## src/rtl/wb_stage_if.sv

```systemverilog
`default_nettype none
// ============================================================================
// Module   : wb_stage_if
// Brief    : MEM->WB pipeline handshake and payload bundle.
// Revision : 1.0
// ============================================================================
interface wb_stage_if;
  logic        mem_to_wb_valid;
  logic        wb_ready;
  logic        mem_mem_rsignal;
  logic [3:0]  mem_mem_re;
  logic [31:0] mem_alu_res;
  logic [4:0]  mem_rf_waddr;
  logic        mem_rf_we;
  logic [31:0] mem_pc;
  logic [31:0] mem_inst;

  modport master (
    output mem_to_wb_valid, mem_mem_rsignal, mem_mem_re, mem_alu_res,
           mem_rf_waddr, mem_rf_we, mem_pc, mem_inst,
    input  wb_ready
  );

  modport slave (
    input  mem_to_wb_valid, mem_mem_rsignal, mem_mem_re, mem_alu_res,
           mem_rf_waddr, mem_rf_we, mem_pc, mem_inst,
    output wb_ready
  );
endinterface
`default_nettype wire

```

## src/rtl/wb_stage.sv

```systemverilog
`default_nettype none
// ============================================================================
// Module   : wb_stage
// Brief    : Writeback stage: load response wait/align, regfile write, trace.
// Revision : 1.0
// ============================================================================
module wb_stage #(
  parameter int unsigned MAX_WAIT = 255
) (
  input  logic        clk,
  input  logic        rst,
  wb_stage_if.slave   up,
  input  logic [31:0] data_sram_rdata,
  input  logic        data_sram_data_ok,
  output logic        rf_we,
  output logic [4:0]  rf_waddr,
  output logic [31:0] rf_wdata,
  output logic        wb_load_pending,
  output logic        wb_load_timeout,
  output logic [31:0] debug_wb_pc,
  output logic [3:0]  debug_wb_rf_we,
  output logic [4:0]  debug_wb_rf_wnum,
  output logic [31:0] debug_wb_rf_wdata
);

  localparam logic [7:0] c_max_wait = 8'(MAX_WAIT);

  typedef enum logic [1:0] {
    S_IDLE = 2'd0,
    S_WAIT = 2'd1,
    S_DONE = 2'd2
  } state_t;

  state_t      state_q, state_d;
  logic        valid_q, valid_d;
  logic        ld_q, ld_d;
  logic [3:0]  re_q, re_d;
  logic [31:0] alu_q, alu_d;
  logic [4:0]  waddr_q, waddr_d;
  logic        we_q, we_d;
  logic [31:0] pc_q, pc_d;
  logic        uns_q, uns_d;
  logic        buf_valid_q, buf_valid_d;
  logic [31:0] buf_data_q, buf_data_d;
  logic [7:0]  wait_cnt_q, wait_cnt_d;
  logic        timeout_q, timeout_d;
  logic [31:0] dbg_pc_q, dbg_pc_d;

  logic        ready_go;
  logic        ready;
  logic        retire;
  logic [31:0] src;
  logic [7:0]  byte_v;
  logic [15:0] half_v;
  logic [31:0] load_data;

  always_comb begin
    ready_go = ~ld_q | data_sram_data_ok | buf_valid_q;
    ready    = ~valid_q | ready_go;
    retire   = valid_q & ready_go;
  end

  // A buffered response wins over the live bus so a late retire still sees its data.
  always_comb begin
    src    = buf_valid_q ? buf_data_q : data_sram_rdata;
    byte_v = src[{alu_q[1:0], 3'b000} +: 8];
    half_v = src[{alu_q[1], 4'b0000} +: 16];
    case (re_q)
      4'b0001, 4'b0010, 4'b0100, 4'b1000:
        load_data = uns_q ? {24'b0, byte_v} : {{24{byte_v[7]}}, byte_v};
      4'b0011, 4'b1100:
        load_data = uns_q ? {16'b0, half_v} : {{16{half_v[15]}}, half_v};
      default:
        load_data = src;
    endcase
  end

  always_comb begin
    state_d     = state_q;
    valid_d     = valid_q;
    ld_d        = ld_q;
    re_d        = re_q;
    alu_d       = alu_q;
    waddr_d     = waddr_q;
    we_d        = we_q;
    pc_d        = pc_q;
    uns_d       = uns_q;
    buf_valid_d = buf_valid_q;
    buf_data_d  = buf_data_q;
    wait_cnt_d  = wait_cnt_q;
    dbg_pc_d    = dbg_pc_q;

    if (ready) begin
      valid_d = up.mem_to_wb_valid;
      if (up.mem_to_wb_valid) begin
        ld_d    = up.mem_mem_rsignal;
        re_d    = up.mem_mem_re;
        alu_d   = up.mem_alu_res;
        waddr_d = up.mem_rf_waddr;
        we_d    = up.mem_rf_we;
        pc_d    = up.mem_pc;
        uns_d   = up.mem_inst[25];
        state_d = up.mem_mem_rsignal ? S_WAIT : S_DONE;
      end else begin
        state_d = S_IDLE;
      end
    end

    if (retire) begin
      buf_valid_d = 1'b0;
      dbg_pc_d    = pc_q;
    end else if (valid_q && ld_q && data_sram_data_ok) begin
      buf_valid_d = 1'b1;
      buf_data_d  = data_sram_rdata;
    end

    if (retire) begin
      wait_cnt_d = 8'd0;
    end else if (state_q == S_WAIT && !data_sram_data_ok && wait_cnt_q != 8'hff) begin
      wait_cnt_d = wait_cnt_q + 8'd1;
    end

    timeout_d = timeout_q | (wait_cnt_d >= c_max_wait);
  end

  always_ff @(posedge clk) begin
    if (rst) begin
      state_q     <= S_IDLE;
      valid_q     <= 1'b0;
      ld_q        <= 1'b0;
      re_q        <= 4'b0;
      alu_q       <= 32'b0;
      waddr_q     <= 5'b0;
      we_q        <= 1'b0;
      pc_q        <= 32'b0;
      uns_q       <= 1'b0;
      buf_valid_q <= 1'b0;
      buf_data_q  <= 32'b0;
      wait_cnt_q  <= 8'b0;
      timeout_q   <= 1'b0;
      dbg_pc_q    <= 32'b0;
    end else begin
      state_q     <= state_d;
      valid_q     <= valid_d;
      ld_q        <= ld_d;
      re_q        <= re_d;
      alu_q       <= alu_d;
      waddr_q     <= waddr_d;
      we_q        <= we_d;
      pc_q        <= pc_d;
      uns_q       <= uns_d;
      buf_valid_q <= buf_valid_d;
      buf_data_q  <= buf_data_d;
      wait_cnt_q  <= wait_cnt_d;
      timeout_q   <= timeout_d;
      dbg_pc_q    <= dbg_pc_d;
    end
  end

  // Address and data stay driven when idle so forwarding can compare them.
  always_comb begin
    up.wb_ready       = ready;
    rf_we             = retire & we_q;
    rf_waddr          = waddr_q;
    rf_wdata          = ld_q ? load_data : alu_q;
    wb_load_pending   = valid_q & ld_q & ~ready_go;
    wb_load_timeout   = timeout_q;
    debug_wb_pc       = retire ? pc_q : dbg_pc_q;
    debug_wb_rf_we    = {4{rf_we}};
    debug_wb_rf_wnum  = rf_waddr;
    debug_wb_rf_wdata = rf_wdata;
  end

endmodule
`default_nettype wire

```

## src/flat_wrapper.sv

```systemverilog
// flat-port wrapper written by rule: the top's interface ports become plain ports
module wb_stage_flat 
#(
  parameter int unsigned MAX_WAIT = 255
)
  (clk, rst, data_sram_rdata, data_sram_data_ok, rf_we, rf_waddr, rf_wdata, wb_load_pending, wb_load_timeout, debug_wb_pc, debug_wb_rf_we, debug_wb_rf_wnum, debug_wb_rf_wdata, up_mem_to_wb_valid, up_mem_mem_rsignal, up_mem_mem_re, up_mem_alu_res, up_mem_rf_waddr, up_mem_rf_we, up_mem_pc, up_mem_inst, up_wb_ready);
  wb_stage_if up_i ();
  input  logic clk;
  input  logic rst;
  input  logic [31:0] data_sram_rdata;
  input  logic data_sram_data_ok;
  output logic rf_we;
  output logic [4:0] rf_waddr;
  output logic [31:0] rf_wdata;
  output logic wb_load_pending;
  output logic wb_load_timeout;
  output logic [31:0] debug_wb_pc;
  output logic [3:0] debug_wb_rf_we;
  output logic [4:0] debug_wb_rf_wnum;
  output logic [31:0] debug_wb_rf_wdata;
  input wire logic [$bits(up_i.mem_to_wb_valid)-1:0] up_mem_to_wb_valid;
  input wire logic [$bits(up_i.mem_mem_rsignal)-1:0] up_mem_mem_rsignal;
  input wire logic [$bits(up_i.mem_mem_re)-1:0] up_mem_mem_re;
  input wire logic [$bits(up_i.mem_alu_res)-1:0] up_mem_alu_res;
  input wire logic [$bits(up_i.mem_rf_waddr)-1:0] up_mem_rf_waddr;
  input wire logic [$bits(up_i.mem_rf_we)-1:0] up_mem_rf_we;
  input wire logic [$bits(up_i.mem_pc)-1:0] up_mem_pc;
  input wire logic [$bits(up_i.mem_inst)-1:0] up_mem_inst;
  output wire logic [$bits(up_i.wb_ready)-1:0] up_wb_ready;
  assign up_i.mem_to_wb_valid = up_mem_to_wb_valid;
  assign up_i.mem_mem_rsignal = up_mem_mem_rsignal;
  assign up_i.mem_mem_re = up_mem_mem_re;
  assign up_i.mem_alu_res = up_mem_alu_res;
  assign up_i.mem_rf_waddr = up_mem_rf_waddr;
  assign up_i.mem_rf_we = up_mem_rf_we;
  assign up_i.mem_pc = up_mem_pc;
  assign up_i.mem_inst = up_mem_inst;
  assign up_wb_ready = up_i.wb_ready;
  wb_stage #(.MAX_WAIT(MAX_WAIT)) u_core (.clk(clk), .rst(rst), .up(up_i), .data_sram_rdata(data_sram_rdata), .data_sram_data_ok(data_sram_data_ok), .rf_we(rf_we), .rf_waddr(rf_waddr), .rf_wdata(rf_wdata), .wb_load_pending(wb_load_pending), .wb_load_timeout(wb_load_timeout), .debug_wb_pc(debug_wb_pc), .debug_wb_rf_we(debug_wb_rf_we), .debug_wb_rf_wnum(debug_wb_rf_wnum), .debug_wb_rf_wdata(debug_wb_rf_wdata));
endmodule
```

## config.mk

```make
export PLATFORM = sky130hd
export DESIGN_NAME = wb_stage_flat
export DESIGN_NICKNAME = d
export VERILOG_FILES = /design/src/rtl/wb_stage_if.sv /design/src/rtl/wb_stage.sv /design/src/flat_wrapper.sv
export SDC_FILE = /design/constraint.sdc
export NUM_CORES = 1
export LEC_CHECK = 0
export ABC_AREA = 1
export ABC_CLOCK_PERIOD_IN_PS = 1600
export BUFFER_PORTS_ARGS = -buffer_cell sky130_fd_sc_hd__buf_2
export CAP_MARGIN = 20
export CORE_MARGIN = 5
export CORE_UTILIZATION = 25
export DETAILED_ROUTE_END_ITERATION = 6
export PLACE_DENSITY = 0.46
export RECOVER_POWER = 100
export SLEW_MARGIN = 0
export SYNTH_ARGS = -nofsm -noshare
export SYNTH_HDL_FRONTEND = slang
export SYNTH_SLANG_ARGS = --single-unit
```

## constraint.sdc

```tcl
create_clock -name clk -period 1.6 [get_ports clk]
set_input_delay 0.08 -clock clk [delete_from_list [all_inputs] [get_ports clk]]
set_output_delay 0.08 -clock clk [all_outputs]
set_load 0.02 [all_outputs]
```

==> results of run 1 <==
-- metrics by stage --
step	total power, mW	TNS [ns]	cells	hold WS [ns]	setup slack (ns)
global route	12.4	-82.20	1905	0.205	-0.727
detailed placement	6.50	-19.09	1730	0.338	-0.276
floorplan	5.67	-1.42	1110	0.220	-0.0909
CTS	11.5	-56.94	1875	0.0574	-0.626
finish	11.8	-62.36	1905	0.182	-0.610
global placement	6.50	-16.38	1730	0.334	-0.275
-- cell families (layout without fill, tap and decap cells) --
group                      after synthesis  in the layout
xor gates and xnor gates                 3              3
AOI/OAI and AO/OA                      218            218
buffers and inverters                  251            656
adders and majority gates                1              1
DFF                                    153            153
and+or+nand+nor                        484            484
-- area by class of cell --
class | instances | area [um2]
multi-input combinational | 706 | 4010
clock inverter | 14 | 163
timing repair inverter | 1 | 11.3
fill | 3016 | 16300
timing repair buffer | 476 | 4400
inverter | 147 | 577
tap | 390 | 488
clock buffer | 18 | 439
sequential | 153 | 3080
-- per-layer routing --
metal | track usage (%) | vias up
met5 | 0 | -
met1 | 19.9 | 3783
li1 | - | 4180
met4 | 3.36 | 4
met2 | 27.0 | 177
met3 | 3.71 | 22
-- synth_stat cells, drive strengths merged --
library cell,number,area share [%]
nand4,1,0.17
o211ai,9,1.0
a21oi,86,5.8
o21bai,16,2.1
xor2,3,0.35
o31ai,1,0.29
clkbuf,26,1.3
inv,146,7.4
o21ai,95,6.4
a211oi,5,0.50
nor2,125,6.4
nand2,337,17
buf,78,7.3
nand3,14,1.2
nand3b,2,0.20
nor3,5,0.34
ha,1,0.17
clkinv,1,0.050
o22ai,6,0.50
dfxtp,153,41
-- where the power goes --
group	total, mW	leakage, nW	internal (mW)	switching, mW
clock	4.25	0.288	2.39	1.86
combinational	3.49	4.47	1.71	1.78
sequential	4.08	1.26	3.98	0.0972
-- worst max-delay path, stage by stage (launching register included) --
cell and delay [ns]:
dfxtp_4 0.36, buf_4 0.13, buf_6 0.10, o31ai_2 0.25
buf_12 0.17, buf_12 0.13, buf_12 0.12, buf_12 0.12
nand2_2 0.05, o21ai_2 0.06, inv_1 0.07, buf_6 0.13
-- sequential cells by signal (all words and copies together), names as in the netlist --
signal,cells
u_core.pc_q,32
u_core.debug_wb_rf_wnum,5
u_core.alu_q,32
u_core.we_q,1
u_core.dbg_pc_q,32
u_core.state_q,2
u_core.valid_q,1
u_core.wait_cnt_q,8
u_core.buf_valid_q,1
u_core.wb_load_timeout,1
u_core.ld_q,1
u_core.uns_q,1
u_core.re_q,4
u_core.buf_data_q,32
-- worst paths after layout --
kind	startpoint	to	slack, ns	cells past startpoint
worst max-delay path	u_core.buf_valid_q	debug_wb_pc[27]	-0.61	11
worst max register to register	u_core.buf_valid_q	u_core.dbg_pc_q[4]	-0.56	14
worst min-delay path	data_sram_data_ok	u_core.valid_q	0.18	5
worst min register to register	u_core.buf_data_q[7]	u_core.buf_data_q[7]	0.42	2
-- repair_timing --
item,CTS,global route
gates cloned,6,14
resized for setup,221,266
hold endpoints to repair,79,0
pin swaps,18,37
endpoints found under the setup margin,184,205
setup buffers,30,25
hold buffers,77,0
==> impl_metrics.json, run 1 <==
{
  "rsz0062_at_grt": "yes",
  "synth.cell_area_um2": 7440,
  "syn_avg_cell_area_um2": 6.70,
  "routed-wl-met2_mm": 14.1,
  "ant_nets": 0,
  "outcome": "finished, violations left",
  "core_area_um2": 29500,
  "gp_congestion": 0.853,
  "die-area_um2": 33300,
  "cts_buffers": 17,
  "clockRootBuffer": "clkbuf_16",
  "power.density_nw_per_um2": 897,
  "drt_pass1_iterations": 4,
  "drt_wl_total_mm": 28.5,
  "violations": "setup timing",
  "worst_slack_ns": -0.610,
  "htree_levels": 4,
  "rows": 63,
  "slew_violations": 0,
  "yosys.area_share.adder_pct": 0.168,
  "insertion_delay_ns": 0.42,
  "crit_type": "flop to output pin",
  "cap_violations": 0,
  "min_path_type": "primary input to flop",
  "synth_xor_area_share_pct": 0.353,
  "areaGrowthSynthToFinish_pct": 77.0,
  "finClkSkew_ns": 0.0104,
  "initial_core_util_pct": 25.2,
  "die_w_um": 183,
  "tritoncts": "yes",
  "met3_wirelength_mm": 1.47,
  "synth_top_family_by_area": "simple AND/OR/NAND/NOR gates",
  "grt_pass1_wl_mm": 42.0,
  "crit_fanout": 6,
  "final_cell_mix": "255 x nand2_1, 147 x dfxtp_1, 129 x buf_4, 120 x buf_2, 114 x inv_1",
  "fin_util_pct": 44.7,
  "synth_compound_area_share_pct": 16.7,
  "place_area_um2": 9610,
  "final_common_cell": "nand2_1",
  "drive_gt1_share_pct": 43.8,
  "cp.required_ns": 1.52,
  "highest_layer": "met5",
  "synth_seq_area_share_pct": 41.2,
  "worstMarginPinSlew_ns": 0.878,
  "clkTransAtPathRegs_ns": 0.06,
  "port_buffers": 225,
  "grt_max_degree": 50,
  "cts.sinks": 153,
  "nets": 1646,
  "netlist_instances": 1110,
  "drtIter0Drc": 404,
  "globalRoute.totalOverflow": 0,
  "fin_crit_ns": 2.21,
  "max_freq_mhz": 452,
  "synth.area.mux_share_pct": 0,
  "wl_per_cell_um": 14.9,
  "end_kind": "output pin",
  "power.leakage_nw": 6.01,
  "cp.arrival_ns": 2.13,
  "die_y_um": 183,
  "via_per_inst": 4.29,
  "clock_path_buffers": 2,
  "yosys.area_share.simple_pct": 25.6,
  "yosys_warnings": 0,
  "wl_met1_mm": 12.4,
  "n_antenna_cell": 0,
  "ir_worst_vdd_mv": 0.642,
  "setup_viol_count_final": 191,
  "ys_ff_latch": 153,
  "start_kind": "flop",
  "max_slew_margin_pct": 41.5,
  "via_count": 8166,
  "drc": 0,
  "finalCritPeriodShare_pct": 138,
  "synth_nets": 1254,
  "finalHoldViolations": 0,
  "antenna_found_initial": 2,
  "stdcell_area_um2": 13200,
  "grtUsageTotal_pct": 15.6,
  "ys_types": 33,
  "grt_pass1_vias": 7927,
  "dpl.hpwl_mm": 18.1,
  "ioPinCount": 257
}
Power figures use the tool's default switching activity.
==> inputs of run 2 (changes only) <==
==> constraint.sdc (replaced) <==
create_clock -name clk -period 1.6 [get_ports clk]
set_input_delay 0.16 -clock clk [delete_from_list [all_inputs] [get_ports clk]]
set_output_delay 0.16 -clock clk [all_outputs]
set_load 0.02 [all_outputs]
==> run 2 against run 1 <==
  * Critical path type unchanged
  * The run still ends with setup timing left
  * Die area stayed put
  * Non-clock buffer count is 17 higher
  * Highest routed layer unchanged
  * Largest power group unchanged
  * Combinational power is 4% higher
  * First-iteration DRC count is 22% lower
  * Hold slack worse by 0.17 ns
  * Global-route usage is 1.3 points higher
  * Largest cell class unchanged
  * Flip-flop and latch count stayed put
  * Wire length is 4.0% higher
  * Register-to-register slack worse by 0.02 ns
  * Clock power is 7.5% higher
  * Critical path depth is 1 higher
  * Via count is 2.3% higher
==> impl_metrics.json, run 2 (synthesized netlist as in run 1, its figures left out) <==
{
  "outcome": "finished, violations left",
  "violations": "setup timing",
  "setup_viol_count_final": 199,
  "max_freq_mhz": 438,
  "end_kind": "output pin",
  "drt_pass1_iterations": 5,
  "final_common_cell": "nand2_1",
  "p_int_mw": 8.51,
  "ir_worst_vdd_mv": 0.559,
  "worstMarginPinSlew_ns": 1.30,
  "power_frac_comb_pct": 29.7,
  "rsz0062_at_grt": "yes",
  "cp.required_ns": 1.44,
  "crit_type": "flop to output pin",
  "finClkSkew_ns": 0.0132,
  "pwr-share-clk_pct": 37.2,
  "worst_slack_ns": -0.682,
  "dpl.cell_count": 1742,
  "n_fill_cell": 2910,
  "cts.sinks": 153,
  "met3_wirelength_mm": 1.32,
  "power.leakage_nw": 6.27,
  "wl_met1_mm": 12.1,
  "port_buffers": 225,
  "clkTransAtPathRegs_ns": 0.07,
  "swShare_pct": 30.7,
  "via_per_inst": 4.34,
  "final_cell_mix": "289 x nand2_1, 147 x dfxtp_1, 142 x buf_4, 117 x inv_1, 114 x buf_2",
  "ff_latch_area_um2": 3080,
  "multiInputGateArea_um2": 4070,
  "cts_buffers": 17,
  "drtIter0Drc": 316,
  "hold_slack_ns": 0.0132,
  "layout.cells.non_filler": 1922,
  "n_antenna_cell": 0,
  "wl_per_cell_um": 15.4,
  "finalCritPeriodShare_pct": 143,
  "htree_levels": 4,
  "drive_gt1_share_pct": 43.2,
  "grt_pass1_wl_mm": 44.6,
  "areaGrowthSynthToFinish_pct": 82.8,
  "rows": 63,
  "antenna_found_initial": 1,
  "grt_max_degree": 58,
  "initial_core_util_pct": 25.2,
  "clock_path_buffers": 2,
  "tritoncts": "yes",
  "grtUsageTotal_pct": 16.9,
  "cap_violations": 0,
  "ant_nets": 0,
  "min_path_type": "primary input to flop",
  "core_area_um2": 29500,
  "die_w_um": 183,
  "fin_crit_ns": 2.28,
  "start_kind": "flop",
  "gp_congestion": 0.866,
  "p_switching_mw": 3.77,
  "seqPwrFrac_pct": 33.1,
  "drc": 0,
  "clockRootBuffer": "clkbuf_16",
  "routed-wl-met2_mm": 15.7,
  "power.density_nw_per_um2": 903,
  "via_count": 8351,
  "globalRoute.totalOverflow": 0,
  "drt_wl_total_mm": 29.6,
  "insertion_delay_ns": 0.43,
  "p_total_mw": 12.3,
  "die-area_um2": 33300,
  "slew_violations": 0,
  "grt_pass1_vias": 8284,
  "nets": 1663,
  "die_y_um": 183,
  "max_slew_margin_pct": 13.0,
  "highest_layer": "met5",
  "cp.arrival_ns": 2.12,
  "dpl.hpwl_mm": 18.2,
  "ioPinCount": 257,
  "crit_fanout": 8,
  "finalHoldViolations": 0
}
run 2: power by group through the flow:
stage | combinational, mW | clock (mW) | sequential, mW
final | 3.64 | 4.57 | 4.07
after global routing | 3.89 | 4.83 | 4.09
after CTS | 3.35 | 4.69 | 4.06
after detailed placement | 2.40 | 0 | 4.14
after global placement | 2.40 | 0 | 4.14
after floorplan | 1.56 | 0 | 4.13
run 2: critical path: stages, from the launching register on:
cell and delay [ns]:
dfxtp_4 0.40, buf_12 0.17, inv_12 0.05, nand2_4 0.06, o21ai_4 0.05, o211ai_2 0.17
nand2_2 0.09, nand3_4 0.10, buf_8 0.16, nand3b_1 0.09, nand2_1 0.09, nand2_2 0.09
buf_4 0.17
run 2: stage by stage:
stage / setup TNS [ns] / cell area (um2) / utilization (%) / worst slack (ns)
2_1_floorplan: -3.74 / 7640 / - / -0.171
4_1_cts: -71.35 / 12800 / 43.6 / -0.693
5_1_grt: -93.24 / 13600 / 46.1 / -0.769
6_report: -74.49 / 13600 / 46.1 / -0.682
3_3_place_gp: -21.09 / 9690 / 32.9 / -0.471
3_5_place_dp: -22.32 / 9690 / 32.9 / -0.466
run 2: layout make-up:
cell class	instances	share of cell area (%)
timing repair buffer	493	34.8
multi-input combinational	706	29.9
sequential	153	22.6
inverter	147	4.21
tap	390	3.59
clock buffer	18	3.23
clock inverter	14	1.55
timing repair inverter	1	0.0644
run 2: path summary, 6_finish.rpt:
kind / start / slack, ns / depth (start not counted) / to
setup / recovery: u_core.buf_valid_q / -0.68 / 12 / rf_wdata[15]
hold / removal: up_mem_alu_res[14] / 0.01 / 3 / u_core.alu_q[14]
setup reg to reg: u_core.buf_valid_q / -0.58 / 13 / u_core.dbg_pc_q[21]
hold reg to reg: u_core.buf_data_q[31] / 0.43 / 2 / u_core.buf_data_q[31]
run 2: timing repair:
| action | 4_1_cts | 5_1_grt |
|---|---|---|
| buffers inserted | 44 | 11 |
| gates cloned | 18 | 4 |
| setup endpoints to repair | 181 | 203 |
| endpoints found under the hold margin | 71 | 0 |
| hold buffers | 71 | 0 |
| pin swaps | 51 | 40 |
| gates resized for setup | 327 | 154 |
run 2: layer usage:
layer,GRT usage (%),vias to the layer above
met5,0,-
met4,4.38,2
met3,3.21,34
met2,31.3,189
met1,20.0,3904
li1,-,4222
==> inputs of run 3 (changes only) <==
--- a/config.mk
+++ b/config.mk
@@ -5,15 +5,15 @@
 export SDC_FILE = /design/constraint.sdc
 export NUM_CORES = 1
 export LEC_CHECK = 0
-export ABC_AREA = 1
 export ABC_CLOCK_PERIOD_IN_PS = 1600
 export BUFFER_PORTS_ARGS = -buffer_cell sky130_fd_sc_hd__buf_2
 export CAP_MARGIN = 20
 export CORE_MARGIN = 5
 export CORE_UTILIZATION = 25
 export DETAILED_ROUTE_END_ITERATION = 6
-export PLACE_DENSITY = 0.46
+export PLACE_DENSITY = 0.47
 export RECOVER_POWER = 100
+export REMOVE_ABC_BUFFERS = 1
 export SLEW_MARGIN = 0
 export SYNTH_ARGS = -nofsm -noshare
 export SYNTH_HDL_FRONTEND = slang
==> run 3 against run 2 <==
  * The flow still finishes with violations (setup timing)
  * Synthesized area is 4.5% lower
  * Hold slack about the same
  * Fmax is 11% lower
  * Final cell count decreased by 11%
  * Sequential share of layout area is 1.2 points lower
  * Critical path depth is 5 lower
  * Global-route usage is 0.72 points higher
  * Register-to-register slack better by 0.12 ns
==> impl_metrics.json, run 3 <==
{
  "rows": 61,
  "ys_types": 54,
  "ant_nets": 0,
  "startpoint": "u_core.alu_q[1]",
  "regToRegEndpoint": "u_core.uns_q",
  "clkTransAtPathRegs_ns": 0.07,
  "globalRoute.totalOverflow": 0,
  "final_common_cell": "nand2_4",
  "finClkSkew_ns": 0.0119,
  "synth_top_area_share_pct": 43.1,
  "areaGrowthSynthToFinish_pct": 103,
  "drive_gt1_share_pct": 63.4,
  "drt_wl_total_mm": 31.7,
  "synth_edf_count": 0,
  "cts_buffers": 17,
  "critPathCapture": "rf_wdata[28]",
  "slew_violations": 0,
  "place_area_um2": 9100,
  "die-area_um2": 31900,
  "yosys_warnings": 0,
  "fin_util_pct": 51.6,
  "end_kind": "output pin",
  "min_path_type": "primary input to flop",
  "fin_crit_ns": 2.57,
  "violations": "setup timing",
  "die_y_um": 179,
  "initial_core_util_pct": 25.5,
  "outcome": "finished, violations left",
  "dominantRegCellSynth": "dfxtp_1",
  "max_slew_margin_pct": 12.3,
  "via_count": 7991,
  "rr_worst_depth": 11,
  "nets": 1462,
  "syn_avg_cell_area_um2": 7.69,
  "synth.area.top_cells": "dfxtp_1 43%, nand2_1 15%, a21oi_1 8.7%, mux2i_1 4.6%, buf_4 4.4%",
  "drtIter0Drc": 442,
  "tritoncts": "yes",
  "power.leakage_nw": 6.52,
  "grt_pass1_vias": 7868,
  "stdcell_area_um2": 14400,
  "die_w_um": 179,
  "start_kind": "flop",
  "n_fill_cell": 2534,
  "antenna_found_initial": 0,
  "ys_ff_latch": 153,
  "insertion_delay_ns": 0.42,
  "clock_path_buffers": 2,
  "n_antenna_cell": 0,
  "cp.arrival_ns": 2.41,
  "wl_per_cell_um": 18.6,
  "ff2ff_setup_slack_ns": -0.46,
  "synth.largest_area_cell": "dfxtp_1",
  "cp.required_ns": 1.44,
  "core_area_um2": 27900,
  "worst_slack_ns": -0.967,
  "final_cell_mix": "147 x nand2_4, 144 x dfxtp_1, 120 x buf_2, 118 x buf_4, 113 x buf_6",
  "ir_worst_vdd_mv": 0.647,
  "crit_type": "flop to output pin",
  "drc": 0,
  "max_freq_mhz": 390,
  "finalHoldViolations": 0,
  "htree_levels": 4,
  "gp_congestion": 0.795,
  "ioPinCount": 257,
  "drt_pass1_iterations": 4,
  "grt_max_degree": 82,
  "grt_pass1_wl_mm": 43.7,
  "layout.cells.non_filler": 1709,
  "cts.sinks": 153,
  "synth.most_common_cell": "nand2_1",
  "clockRootBuffer": "clkbuf_16",
  "via_per_inst": 4.68,
  "reg2reg_from": "u_core.buf_valid_q",
  "grtUsageTotal_pct": 17.6,
  "setup_viol_count_final": 216,
  "finalCritPeriodShare_pct": 160,
  "async_flop_share_pct": 0,
  "netlist_instances": 924,
  "worstMarginPinSlew_ns": 1.32,
  "dpl.cell_count": 1524,
  "cap_violations": 0,
  "rsz0062_at_grt": "yes",
  "dpl.hpwl_mm": 17.1,
  "synth_seq_area_share_pct": 43.1,
  "crit_fanout": 7,
  "port_buffers": 225,
  "min_from": "up_mem_mem_rsignal",
  "ys_top_cells_by_count": "282 x nand2_1, 153 x dfxtp_1, 124 x a21oi_1",
  "synth.cell_area_um2": 7110,
  "power.density_nw_per_um2": 796
}
-- run 3: cells by family (layout without fill, tap and decap cells) --
logic type / after synthesis / after routing / synth area share (%)
and+or+nand+nor: 411 / 413 / 24.8
DFF: 153 / 153 / 43.1
AOI/OAI and AO/OA: 203 / 203 / 16.8
muxes: 38 / 38 / 5.91
xor gates and xnor gates: 3 / 4 / 0.370
buffers and inverters: 115 / 519 / 8.89
adders and majority gates: 1 / 1 / 0.176
-- run 3: how the worst min path moves through the flow --
stage / slack [ns] / to / cells past startpoint
global placement: 0.40 / u_core.alu_q[18] / 3
finish: 0.01 / u_core.state_q[0] / 3
CTS: 0.0001 / u_core.state_q[0] / 3
floorplan: 0.23 / u_core.alu_q[0] / 1
global route: 0.007 / u_core.state_q[0] / 3
detailed placement: 0.41 / u_core.pc_q[15] / 3
-- run 3: critical path: stages, from the launching register on --
cell     delay, ns
dfxtp_4       0.37
mux4_2        0.57
mux2i_4       0.19
nor3_4        0.07
or2_4         0.28
buf_6         0.15
o22a_1        0.19
buf_4         0.17
-- run 3: cell type report --
class	instances	area [um2]	area share, %
inverter	6	25.0	0.174
sequential	153	3080	21.4
multi-input combinational	659	5690	39.5
timing repair buffer	481	4520	31.4
tap	378	473	3.28
clock buffer	18	429	2.98
clock inverter	14	185	1.29
-- run 3: per-layer routing --
layer  wire [um]  part of all wire (%)  up-vias  track usage, %
met5           0                     0        -               0
met4         428                   1.3        0            4.73
met3        1580                   5.0       31            3.58
met2       16900                    53      222            31.5
met1       12900                    41     3878            21.5
li1            -                     -     3860               -
-- run 3: where the power goes --
part | total [mW] | leakage, nW | internal [mW] | switching (mW)
Combinational | 3.03 | 4.97 | 1.45 | 1.58
Sequential | 4.10 | 1.25 | 3.94 | 0.159
Clock | 4.33 | 0.296 | 2.50 | 1.83
-- run 3: timing repair --
item,in CTS,in global routing
setup endpoints to repair,208,222
resized for setup,444,390
hold buffers,75,0
hold endpoints to repair,75,0
buffers inserted,46,26
pin swaps,142,232
cloned,18,11
-- run 3: per-stage QoR --
stage | power, mW | setup WS (ns) | hold WS, ns | setup TNS [ns]
floorplan | 4.94 | -2.35 | 0.229 | -399.02
global placement | 5.85 | -0.657 | 0.399 | -54.61
detailed placement | 5.84 | -0.686 | 0.405 | -61.20
CTS | 11.1 | -0.974 | 0.000103 | -110.88
global route | 11.9 | -1.04 | 0.00728 | -129.82
finish | 11.5 | -0.967 | 0.0130 | -111.84
